<file path="src/rtl/cla_adder_pipe.sv">
// rtl/cla_adder_pipe.sv - pipelined carry-lookahead add/subtract with valid/ready handshakes
module cla_adder_pipe #(
  parameter int N_BIT  = 16,
  parameter int STAGES = 2,
  parameter int BLOCK  = 4
) (
  input  logic             clk,
  input  logic             rst_n,
  input  logic [N_BIT-1:0] x,
  input  logic [N_BIT-1:0] y,
  input  logic             cin,
  input  logic             sub,
  input  logic             in_valid,
  output logic             in_ready,
  output logic [N_BIT-1:0] sum,
  output logic             cout,
  output logic             ovf,
  output logic             out_valid,
  input  logic             out_ready
);

  localparam int W  = N_BIT / STAGES;
  localparam int NG = W / BLOCK;

  // Per-stage state: operands are shifted down so the next slice always sits at [W-1:0],
  // while finished low slices accumulate in sum_q at their final bit positions.
  logic             v_q     [STAGES];
  logic             carry_q [STAGES];
  logic             msb_q   [STAGES];
  logic [N_BIT-1:0] a_q     [STAGES];
  logic [N_BIT-1:0] b_q     [STAGES];
  logic [N_BIT-1:0] sum_q   [STAGES];
  logic             v_d     [STAGES];
  logic             carry_d [STAGES];
  logic             msb_d   [STAGES];
  logic [N_BIT-1:0] a_d     [STAGES];
  logic [N_BIT-1:0] b_d     [STAGES];
  logic [N_BIT-1:0] sum_d   [STAGES];

  logic             adv;
  logic [N_BIT-1:0] b_eff;
  logic [W+1:0]     res_c;

  // Returns {carry out, carry into slice MSB, slice sum}.
  function automatic logic [W+1:0] cla_slice(input logic [W-1:0] a,
                                             input logic [W-1:0] b,
                                             input logic         c0);
    logic [W-1:0]  g;
    logic [W-1:0]  p;
    logic [W:0]    c;
    logic [NG-1:0] gg;
    logic [NG-1:0] pg;
    logic [NG:0]   cg;
    g     = a & b;
    p     = a ^ b;
    c     = '0;
    gg    = '0;
    pg    = '0;
    cg    = '0;
    cg[0] = c0;
    for (int k = 0; k < NG; k++) begin
      gg[k] = 1'b0;
      pg[k] = 1'b1;
      for (int j = 0; j < BLOCK; j++) begin
        gg[k] = g[k*BLOCK+j] | (p[k*BLOCK+j] & gg[k]);
        pg[k] = pg[k] & p[k*BLOCK+j];
      end
      cg[k+1] = gg[k] | (pg[k] & cg[k]);
    end
    for (int k = 0; k < NG; k++) begin
      c[k*BLOCK] = cg[k];
      for (int j = 1; j < BLOCK; j++) begin
        c[k*BLOCK+j] = g[k*BLOCK+j-1] | (p[k*BLOCK+j-1] & c[k*BLOCK+j-1]);
      end
    end
    c[W] = cg[NG];
    return {c[W], c[W-1], p ^ c[W-1:0]};
  endfunction

  assign adv      = !v_q[STAGES-1] || out_ready;
  assign in_ready = adv;

  always_comb begin
    for (int s = 0; s < STAGES; s++) begin
      v_d[s]     = 1'b0;
      carry_d[s] = 1'b0;
      msb_d[s]   = 1'b0;
      a_d[s]     = '0;
      b_d[s]     = '0;
      sum_d[s]   = '0;
    end
    b_eff = sub ? ~y : y;
    res_c = cla_slice(x[W-1:0], b_eff[W-1:0], cin ^ sub);
    v_d[0]          = in_valid;
    carry_d[0]      = res_c[W+1];
    msb_d[0]        = res_c[W];
    a_d[0]          = x >> W;
    b_d[0]          = b_eff >> W;
    sum_d[0][W-1:0] = res_c[W-1:0];
    for (int s = 1; s < STAGES; s++) begin
      res_c = cla_slice(a_q[s-1][W-1:0], b_q[s-1][W-1:0], carry_q[s-1]);
      v_d[s]            = v_q[s-1];
      carry_d[s]        = res_c[W+1];
      msb_d[s]          = res_c[W];
      a_d[s]            = a_q[s-1] >> W;
      b_d[s]            = b_q[s-1] >> W;
      sum_d[s]          = sum_q[s-1];
      sum_d[s][s*W +: W] = res_c[W-1:0];
    end
  end

  always_ff @(posedge clk) begin
    if (!rst_n) begin
      for (int s = 0; s < STAGES; s++) begin
        v_q[s]     <= 1'b0;
        carry_q[s] <= 1'b0;
        msb_q[s]   <= 1'b0;
        a_q[s]     <= '0;
        b_q[s]     <= '0;
        sum_q[s]   <= '0;
      end
    end else if (adv) begin
      for (int s = 0; s < STAGES; s++) begin
        v_q[s]     <= v_d[s];
        carry_q[s] <= carry_d[s];
        msb_q[s]   <= msb_d[s];
        a_q[s]     <= a_d[s];
        b_q[s]     <= b_d[s];
        sum_q[s]   <= sum_d[s];
      end
    end
  end

  assign sum       = sum_q[STAGES-1];
  assign cout      = carry_q[STAGES-1];
  assign ovf       = carry_q[STAGES-1] ^ msb_q[STAGES-1];
  assign out_valid = v_q[STAGES-1];

endmodule

</file>
<file path="config.mk">
export PLATFORM = sky130hd
export DESIGN_NAME = cla_adder_pipe
export DESIGN_NICKNAME = d
export VERILOG_FILES = /design/src/rtl/cla_adder_pipe.sv
export SDC_FILE = /design/constraint.sdc
export NUM_CORES = 1
export LEC_CHECK = 0
export CAP_MARGIN = 20
export CELL_PAD_IN_SITES_DETAIL_PLACEMENT = 0
export CELL_PAD_IN_SITES_GLOBAL_PLACEMENT = 1
export CORE_ASPECT_RATIO = 0.7
export CORE_MARGIN = 2
export CORE_UTILIZATION = 40
export DETAILED_ROUTE_END_ITERATION = 6
export PLACE_DENSITY = 0.87
export SKIP_CTS_REPAIR_TIMING = 1
export SYNTH_ARGS = -nofsm -noshare
export SYNTH_HDL_FRONTEND = slang
export SYNTH_SLANG_ARGS = --single-unit
</file>
<file path="constraint.sdc">
create_clock -name clk -period 4.46 [get_ports clk]
set_input_delay 0.892 -clock clk [delete_from_list [all_inputs] [get_ports clk]]
set_output_delay 0.892 -clock clk [all_outputs]
set_load 0.02 [all_outputs]
</file>
# Word level (Yosys, flattened, before mapping)
# Memories as Yosys holds them, arrays and structs flattened.
# Cells that the tools add are included.
dict set report totals {
  n_memories 6
  mem_bits_rw 70
  regBits 0
  out_inout_bits 20
  inputBits 38
  elab_cells 114
}
dict set report op_classes {
  n_mux 17
  n_bitwise 89
  n_reduce_logical 2
}
# name words width rd rd_clocked_by_memory_dff wr line
set mem_list {}
lappend mem_list {sum_q 2 16 2 0 2 32} ;# logic [N_BIT-1:0] sum_q [STAGES];
lappend mem_list {a_q 2 8 1 0 2 30} ;# logic [N_BIT-1:0] a_q [STAGES];
lappend mem_list {b_q 2 8 1 0 2 31} ;# logic [N_BIT-1:0] b_q [STAGES];
lappend mem_list {carry_q 2 1 2 0 2 28} ;# logic carry_q [STAGES];
lappend mem_list {msb_q 2 1 1 0 2 29} ;# logic msb_q [STAGES];
lappend mem_list {v_q 2 1 2 0 2 27} ;# logic v_q [STAGES];
# op n
set ops {}
lappend ops {{2-to-1 mux 16 bit} 3}
lappend ops {{bitwise AND 1 bit} 40}
lappend ops {{bitwise OR 1 bit} 40}
lappend ops {{2-to-1 mux 8 bit} 4}
lappend ops {{bitwise XOR 8 bit} 4}
lappend ops {{bitwise AND 8 bit} 2}
lappend ops {{NOT 16 bit} 1}
lappend ops {{2-to-1 mux 1 bit} 10}
lappend ops {{bitwise XOR 1 bit} 2}
lappend ops {{logical NOT 1 bit} 1}
lappend ops {{logical OR 1 bit} 1}

# Logic depth before layout (Yosys ltp)
# Gate-level depths: netlist (run 1).
dict set report depth {
  word_depth 18
  depth_mapped 13
  ltp_nobuf 11
}

# Worst setup path after synthesis (run 1)
# OpenSTA, ideal clock, no wires.
dict set report synth_path {
  path_type {in2reg}
  startpoint {in sub}
  endpoint {mem sum_q[0][7] (data pin)}
  setup_time_ns 0.257
  n_path_buf 2
  required_ns 4.203
  stages 13
  slack_ns 0.864
  t_arrival_ns 3.340
  path_cell_list {buf_6 -> buf_2 -> xor2_1 -> ha_1 -> nand3_1 -> nor2_1 -> or3_1 -> a21oi_1 -> fa_1 -> fa_1 -> fa_1 -> xor2_1 -> nor2_1}
}
# item line
set synth_lines {}
lappend synth_lines {{start, declared} 12} ;# input logic sub,
lappend synth_lines {{end, declared} 32}

==> results.json, run 1 <==
{
  "worstPathArrival_ns": 3.88,
  "worst_ir_drop_vdd_mv": 0.139,
  "timing.final.hold_violations": 0,
  "tightestPinTransition_ns": 0.737,
  "root_buf_cell": "clkbuf_8",
  "rows": 24,
  "synth.net_count": 263,
  "cts-buffers-inserted": 5,
  "drv_slew": 0,
  "max-clock-path-buffers": 2,
  "utilization": 0.531,
  "numPortBuffers": 57,
  "worst_r2r_endpoint": "sum_q[0][31]",
  "drv_cap": 0,
  "final_cell_mix": "clkdlybuf4s50_1 (57), edfxtp_1 (45), nor2_1 (24)",
  "detail_route.vias_per_cell": 4.67,
  "ant_nets": 0,
  "final_net_count": 324,
  "reg2reg_depth": 9,
  "filler_cell_count": 558,
  "wl_met3_um": 234,
  "dp_hpwl_mm": 3.41,
  "routed_wire_length_per_instance_um": 13.0,
  "final_period_minus_worst_setup_slack_ns": 3.86,
  "timing.critical_path.required_ns": 4.48,
  "largest_net_degree_at_the_start_of_global_routing": 40,
  "floorplan.initialDensity": 0.409,
  "critPathCapture": "sum_q[0][7]",
  "layout_commonest_cell": "clkdlybuf4s50_1",
  "final_area_um2": 3250,
  "critical_path.endpoint_type": "register",
  "rr_startpoint": "a_q[0][2]",
  "cts.htree.levels": 2,
  "detailroute.via_count": 1573,
  "layout-area-overhead-vs-synth_pct": 29.9,
  "setup_tns_ns": 0,
  "setup_viol_count_final": 0,
  "min_period_over_period": 0.866,
  "ios": 58,
  "critPathLaunchType": "input pin",
  "yosysSeqAreaShare": 0.539,
  "timing.fmax_ghz": 0.259,
  "number_of_global_route_vias_before_repair": 1587,
  "antenna_cells": 0,
  "topRoutingLayerUsed": "met4",
  "insertion_delay_ns": 0.28,
  "preCtsSetupSlack_ns": 0.278,
  "worstPathMaxFanout": 6,
  "route.detailed.drc": 0,
  "die_height_um": 70.2,
  "synth.cell_area_um2": 2500,
  "dr.first_iter.drc_count": 83,
  "routed_met1_length_mm": 2.13,
  "post_synth.cell_area_avg_um2": 12.7,
  "dieArea_um2": 6920,
  "setup.worst_path.start": "sub",
  "totalPowerFinal_uw": 1040,
  "wl_met2_mm": 1.97,
  "place_congestion": 0.830,
  "core-area_um2": 6130,
  "timing.clock.skew_ns": 0.00263,
  "post_synth_inst_count": 197,
  "cts.sink_count": 45,
  "finalWorstSetupSlack_ns": 0.598,
  "crit_type": "in2reg",
  "synth.yosys.warnings": 0,
  "postRouteWirelength_mm": 4.37,
  "min-delay-path-class": "reg2reg",
  "initial_antenna_violation_count": 0,
  "post_dp_cell_area_um2": 3170,
  "p_leak_uw": 0.00141,
  "ys_seq_elements": 45,
  "setup_repair_after_global_routing_missed_its_margin": "no",
  "synth_cell_type_count": 23,
  "die-width_um": 98.6,
  "globalRouteOverflowTotal": 0,
  "run_status": "finished clean",
  "p_per_area_nw_per_um2": 321,
  "maxSlewHeadroom": 0.508,
  "tritoncts_clock_tree": "done",
  "globalRouteTotalUtil": 0.138,
  "drtPass1Iterations": 4,
  "drive_gt1_frac": 0.0541,
  "setup.reg_to_reg.worst_slack_ns": 1.61,
  "path_clk_slew_ns": 0.08,
  "grt_pass1_wl_mm": 7.50
}
registers in the layout, summed over array words and instances (netlist names):
register and flops:
sum_q 24, msb_q 1, carry_q 2, v_q 2, a_q 8, b_q 8
worst max-delay path: stages:
cell and delay (ns):
clkdlybuf4s50_1 0.61, xor2_1 0.28, ha_1 0.33, a21oi_1 0.06, nor2b_1 0.12, or3_1 0.12
a21oi_1 0.09, fa_1 0.40, fa_1 0.39, fa_1 0.39, xor2_1 0.15, nor2_1 0.05
Yosys cell counts, drive strengths merged:
master | instances | area share
nor2 | 24 | 0.036
xnor2 | 11 | 0.046
inv | 21 | 0.031
buf | 4 | 0.010
edfxtp | 45 | 0.54
nor4b | 1 | 0.0060
nand2 | 7 | 0.010
o21ai | 1 | 0.0020
ha | 16 | 0.080
clkbuf | 4 | 0.0060
xor2 | 11 | 0.038
o221ai | 1 | 0.0035
o211ai | 1 | 0.0030
nor2b | 2 | 0.0050
and3 | 23 | 0.057
a211oi | 1 | 0.0030
or3 | 1 | 0.0025
a21oi | 8 | 0.016
fa | 12 | 0.096
nand3 | 2 | 0.0040
o311ai | 1 | 0.0035
per-stage QoR:
stage	std cells	hold slack, ns
after CTS	337	0.555
after detailed placement	329	0.537
after global routing	337	0.578
after floorplan	197	0.528
after global placement	329	0.534
final	337	0.552
power by group:
group | internal [uW] | switching (uW) | total [uW]
logic | 137 | 131 | 268
registers | 526 | 17.5 | 544
clock network | 106 | 127 | 233
metal layers:
layer	GRT usage	vias to the layer above
met5	0	-
met4	0.0411	0
li1	-	793
met3	0.0310	4
met1	0.197	726
met2	0.212	50
logic make-up after synthesis:
group,count (synthesis),share of synthesized area
AND/OR/NAND/NOR,60,0.121
flip-flops,45,0.539
buffers and inverters,29,0.0479
adder cells (fa/ha/maj),28,0.176
XOR/XNOR,22,0.0844
AO/OA/AOI/OAI,13,0.0310
worst min-delay path by stage:
stage | endpoint | cells past startpoint | startpoint
6_report | sum_q[0][18] | 1 | sum_q[0][2]
5_1_grt | sum_q[0][21] | 1 | sum_q[0][5]
4_1_cts | sum_q[0][18] | 1 | sum_q[0][2]
3_5_place_dp | sum_q[0][19] | 1 | sum_q[0][3]
3_3_place_gp | sum_q[0][19] | 1 | sum_q[0][3]
2_1_floorplan | sum_q[0][16] | 1 | sum_q[0][0]
final cells by class:
class,instances,area (um^2),share of cell area
tap,78,97.6,0.0300
clock buffer,5,68.8,0.0212
inverter,21,78.8,0.0242
multi-input combinational,123,1040,0.318
sequential,45,1350,0.415
timing repair buffer,62,608,0.187
clock inverter,3,12.5,0.00385
(Power assumes the default switching activity.)
==> run 2, diff against run 1 <==
Settings changed: ABC_AREA set to 1, CORE_UTILIZATION 40 to 39.
==> run 2 against run 1 <==
Net effect: global-route usage fell by 1.3 points; critical path depth up 2; via count up 2.8%; fmax fell by 1.6%; non-clock buffer count shrank 2.
==> results.json, run 2 <==
{
  "primary_flip_flop_cell_chosen_by_synthesis_mapping": "edfxtp_1",
  "post-synth-top-count-cell": "inv_1",
  "rr_startpoint": "a_q[0][1]",
  "synth.area.mux_share": 0,
  "cts-buffers-inserted": 5,
  "timing.critical_path.required_ns": 4.48,
  "timing.final.hold_violations": 0,
  "cts.sink_count": 45,
  "synth.top_cells.by_area": "edfxtp_1 (53%), fa_1 (9.4%), ha_1 (7.8%)",
  "insertion_delay_ns": 0.29,
  "cells_traversed_along_the_worst_timing_path": "clkdlybuf4s50_1 -> xnor2_1 -> inv_1 -> ha_1 -> nand2_1 -> nor2_1 -> a21oi_2 -> nand2_2 -> inv_1 -> fa_1 -> fa_1 -> fa_1 -> xor2_1 -> nor2_1",
  "globalRouteTotalUtil": 0.126,
  "setup_tns_ns": 0,
  "async_flop_share": 0,
  "largest_register_ffs": 24,
  "critical_path.endpoint_type": "register",
  "synth.yosys.warnings": 0,
  "initial_antenna_violation_count": 0,
  "post_synth_inst_count": 230,
  "setup_repair_after_global_routing_missed_its_margin": "no",
  "largest_net_degree_at_the_start_of_global_routing": 46,
  "crit_path_top_delay_cell": "clkdlybuf4s50_1",
  "number_of_global_route_vias_before_repair": 1542,
  "final_period_minus_worst_setup_slack_ns": 3.93,
  "floorplan.initialDensity": 0.407,
  "cts.htree.levels": 2,
  "totalPowerFinal_uw": 1060,
  "timing.clock.skew_ns": 0.00799,
  "yosysSeqAreaShare": 0.529,
  "preCtsSetupSlack_ns": 0.193,
  "min_period_over_period": 0.880,
  "pwr-share-clk": 0.225,
  "setup_viol_count_final": 0,
  "path_clk_slew_ns": 0.08,
  "p_leak_uw": 0.00146,
  "ios": 58,
  "detail_route.vias_per_cell": 4.37,
  "numPortBuffers": 57,
  "timing.fmax_ghz": 0.255,
  "yosys-top-cells-count": "inv_1 (47), nor2_1 (46), edfxtp_1 (45), ha_1 (16)",
  "synth_cell_type_count": 19,
  "synth-edff-count": 45,
  "layout_commonest_cell": "clkdlybuf4s50_1",
  "postRouteWirelength_mm": 4.39,
  "max-clock-path-buffers": 2,
  "drive_gt1_frac": 0.0651,
  "timing.hold.worst.start": "sum_q[0][2]",
  "worst-path-stages": 14,
  "final_net_count": 357,
  "dieArea_um2": 7230,
  "power.sequential.fraction": 0.516,
  "grt_pass1_wl_mm": 7.01,
  "synth.cell_area_um2": 2560,
  "rows": 24,
  "utilization": 0.524,
  "fraction_of_the_mapped_netlist_area_in_adder_cells": 0.172,
  "total_switching_power_uw": 290,
  "min-delay-path-class": "reg2reg",
  "path_buf_inv": 3,
  "crit_family": "adder cells",
  "power.combinational.fraction": 0.259,
  "die-width_um": 101,
  "ant_nets": 0,
  "p_int_uw": 771,
  "tritoncts_clock_tree": "done",
  "critPathLaunchType": "input pin",
  "layout-area-overhead-vs-synth_pct": 28.6,
  "swShare": 0.273,
  "maxSlewHeadroom": 0.446,
  "synth.net_count": 296,
  "run_status": "finished clean",
  "top_register": "sum_q",
  "tightestPinTransition_ns": 0.828,
  "setup.worst_path.start": "sub",
  "drv_cap": 0,
  "route.detailed.drc": 0,
  "routed_wire_length_per_instance_um": 11.9,
  "synth_top_family_by_area": "adder cells",
  "dp_hpwl_mm": 3.34,
  "synth_top_area_cell": "edfxtp_1",
  "crit_type": "in2reg",
  "min_path_cells": 2,
  "post_synth_and_or_nand_nor_area_fraction": 0.112,
  "worstPathMaxFanout": 8,
  "drv_slew": 0,
  "dr.first_iter.drc_count": 48,
  "finalWorstSetupSlack_ns": 0.534,
  "reg2reg_depth": 11,
  "detailroute.via_count": 1617,
  "worstPathArrival_ns": 3.95,
  "worst_path_most_repeated_cell": "fa_1",
  "post_synthesis_compound_gate_area_fraction": 0.0255,
  "drtPass1Iterations": 4,
  "ys_seq_elements": 45,
  "worst_ir_drop_vdd_mv": 0.123,
  "post_synth_xor_area_fraction": 0.0720,
  "post_synth.cell_area_avg_um2": 11.1,
  "p_per_area_nw_per_um2": 323,
  "biggestRegsByFlops": "sum_q: 24 flops, a_q: 8 flops, b_q: 8 flops",
  "synth_top_area_share": 0.529,
  "die_height_um": 71.7,
  "critical_path.max_stage_delay_ns": 0.62,
  "root_buf_cell": "clkbuf_8",
  "place_congestion": 0.831,
  "globalRouteOverflowTotal": 0,
  "core-area_um2": 6280,
  "final_cell_mix": "clkdlybuf4s50_1 (57), inv_1 (47), nor2_1 (46)",
  "antenna_cells": 0
}
## run 2: cell types whose count changed in the layout (fill, tap and decap cells not counted), moves of 4 or more
cell	change
and3_1	-23
inv_1	+26
nand2_1	+9
nand2_2	+4
nor2_1	+22
xnor2_1	+5
xor2_1	-5
## run 2: layout make-up
type	count	area (um^2)
Clock buffer	6	72.6
Multi-Input combinational cell	131	981
Inverter	48	183
Clock inverter	2	10.0
Fill cell	568	2990
Tap cell	78	97.6
Timing Repair Buffer	60	593
Sequential cell	45	1350
## run 2: worst min-delay path, cell delays in order (launching register included)
cell      delay [ns]
edfxtp_1        0.32
inv_1           0.04
nor2_1          0.08
## run 2: metal layers
metal / GRT usage / vias up / share of wire
met4: 0.0411 / 0 / 0.0073
met2: 0.201 / 38 / 0.48
li1: - / 838 / -
met1: 0.172 / 739 / 0.47
met3: 0.0273 / 2 / 0.043
met5: 0 / - / 0
## run 2: cells by family after synthesis
kind of cell	Yosys count
AO/OA/AOI/OAI	11
XOR/XNOR	21
adder cells (fa/ha/maj)	28
buffers and inverters	54
flip-flops	45
AND/OR/NAND/NOR	71
## run 2: path summary, 6_finish.rpt
| path | end | slack (ns) |
|---|---|---|
| setup / recovery | sum_q[0][7] | 0.53 |
| hold / removal | sum_q[0][18] | 0.55 |
| setup reg to reg | sum_q[0][31] | 1.59 |
| hold reg to reg | sum_q[0][18] | 0.55 |
## run 2: per-stage QoR
stage	instance area, um^2	hold WS [ns]	std cells
after CTS	3290	0.554	370
after detailed placement	3210	0.532	362
final	3290	0.550	370
after floorplan	2560	0.519	230
after global placement	3210	0.527	362
after global routing	3290	0.585	370
## run 2: power groups by stage
| stage | clock network [uW] | registers (uW) | logic [uW] |
|---|---|---|---|
| after floorplan | 0 | 583 | 139 |
| final | 239 | 547 | 275 |
| after CTS | 248 | 548 | 279 |
| after global placement | 0 | 555 | 272 |
| after global routing | 259 | 554 | 309 |
| after detailed placement | 0 | 558 | 278 |
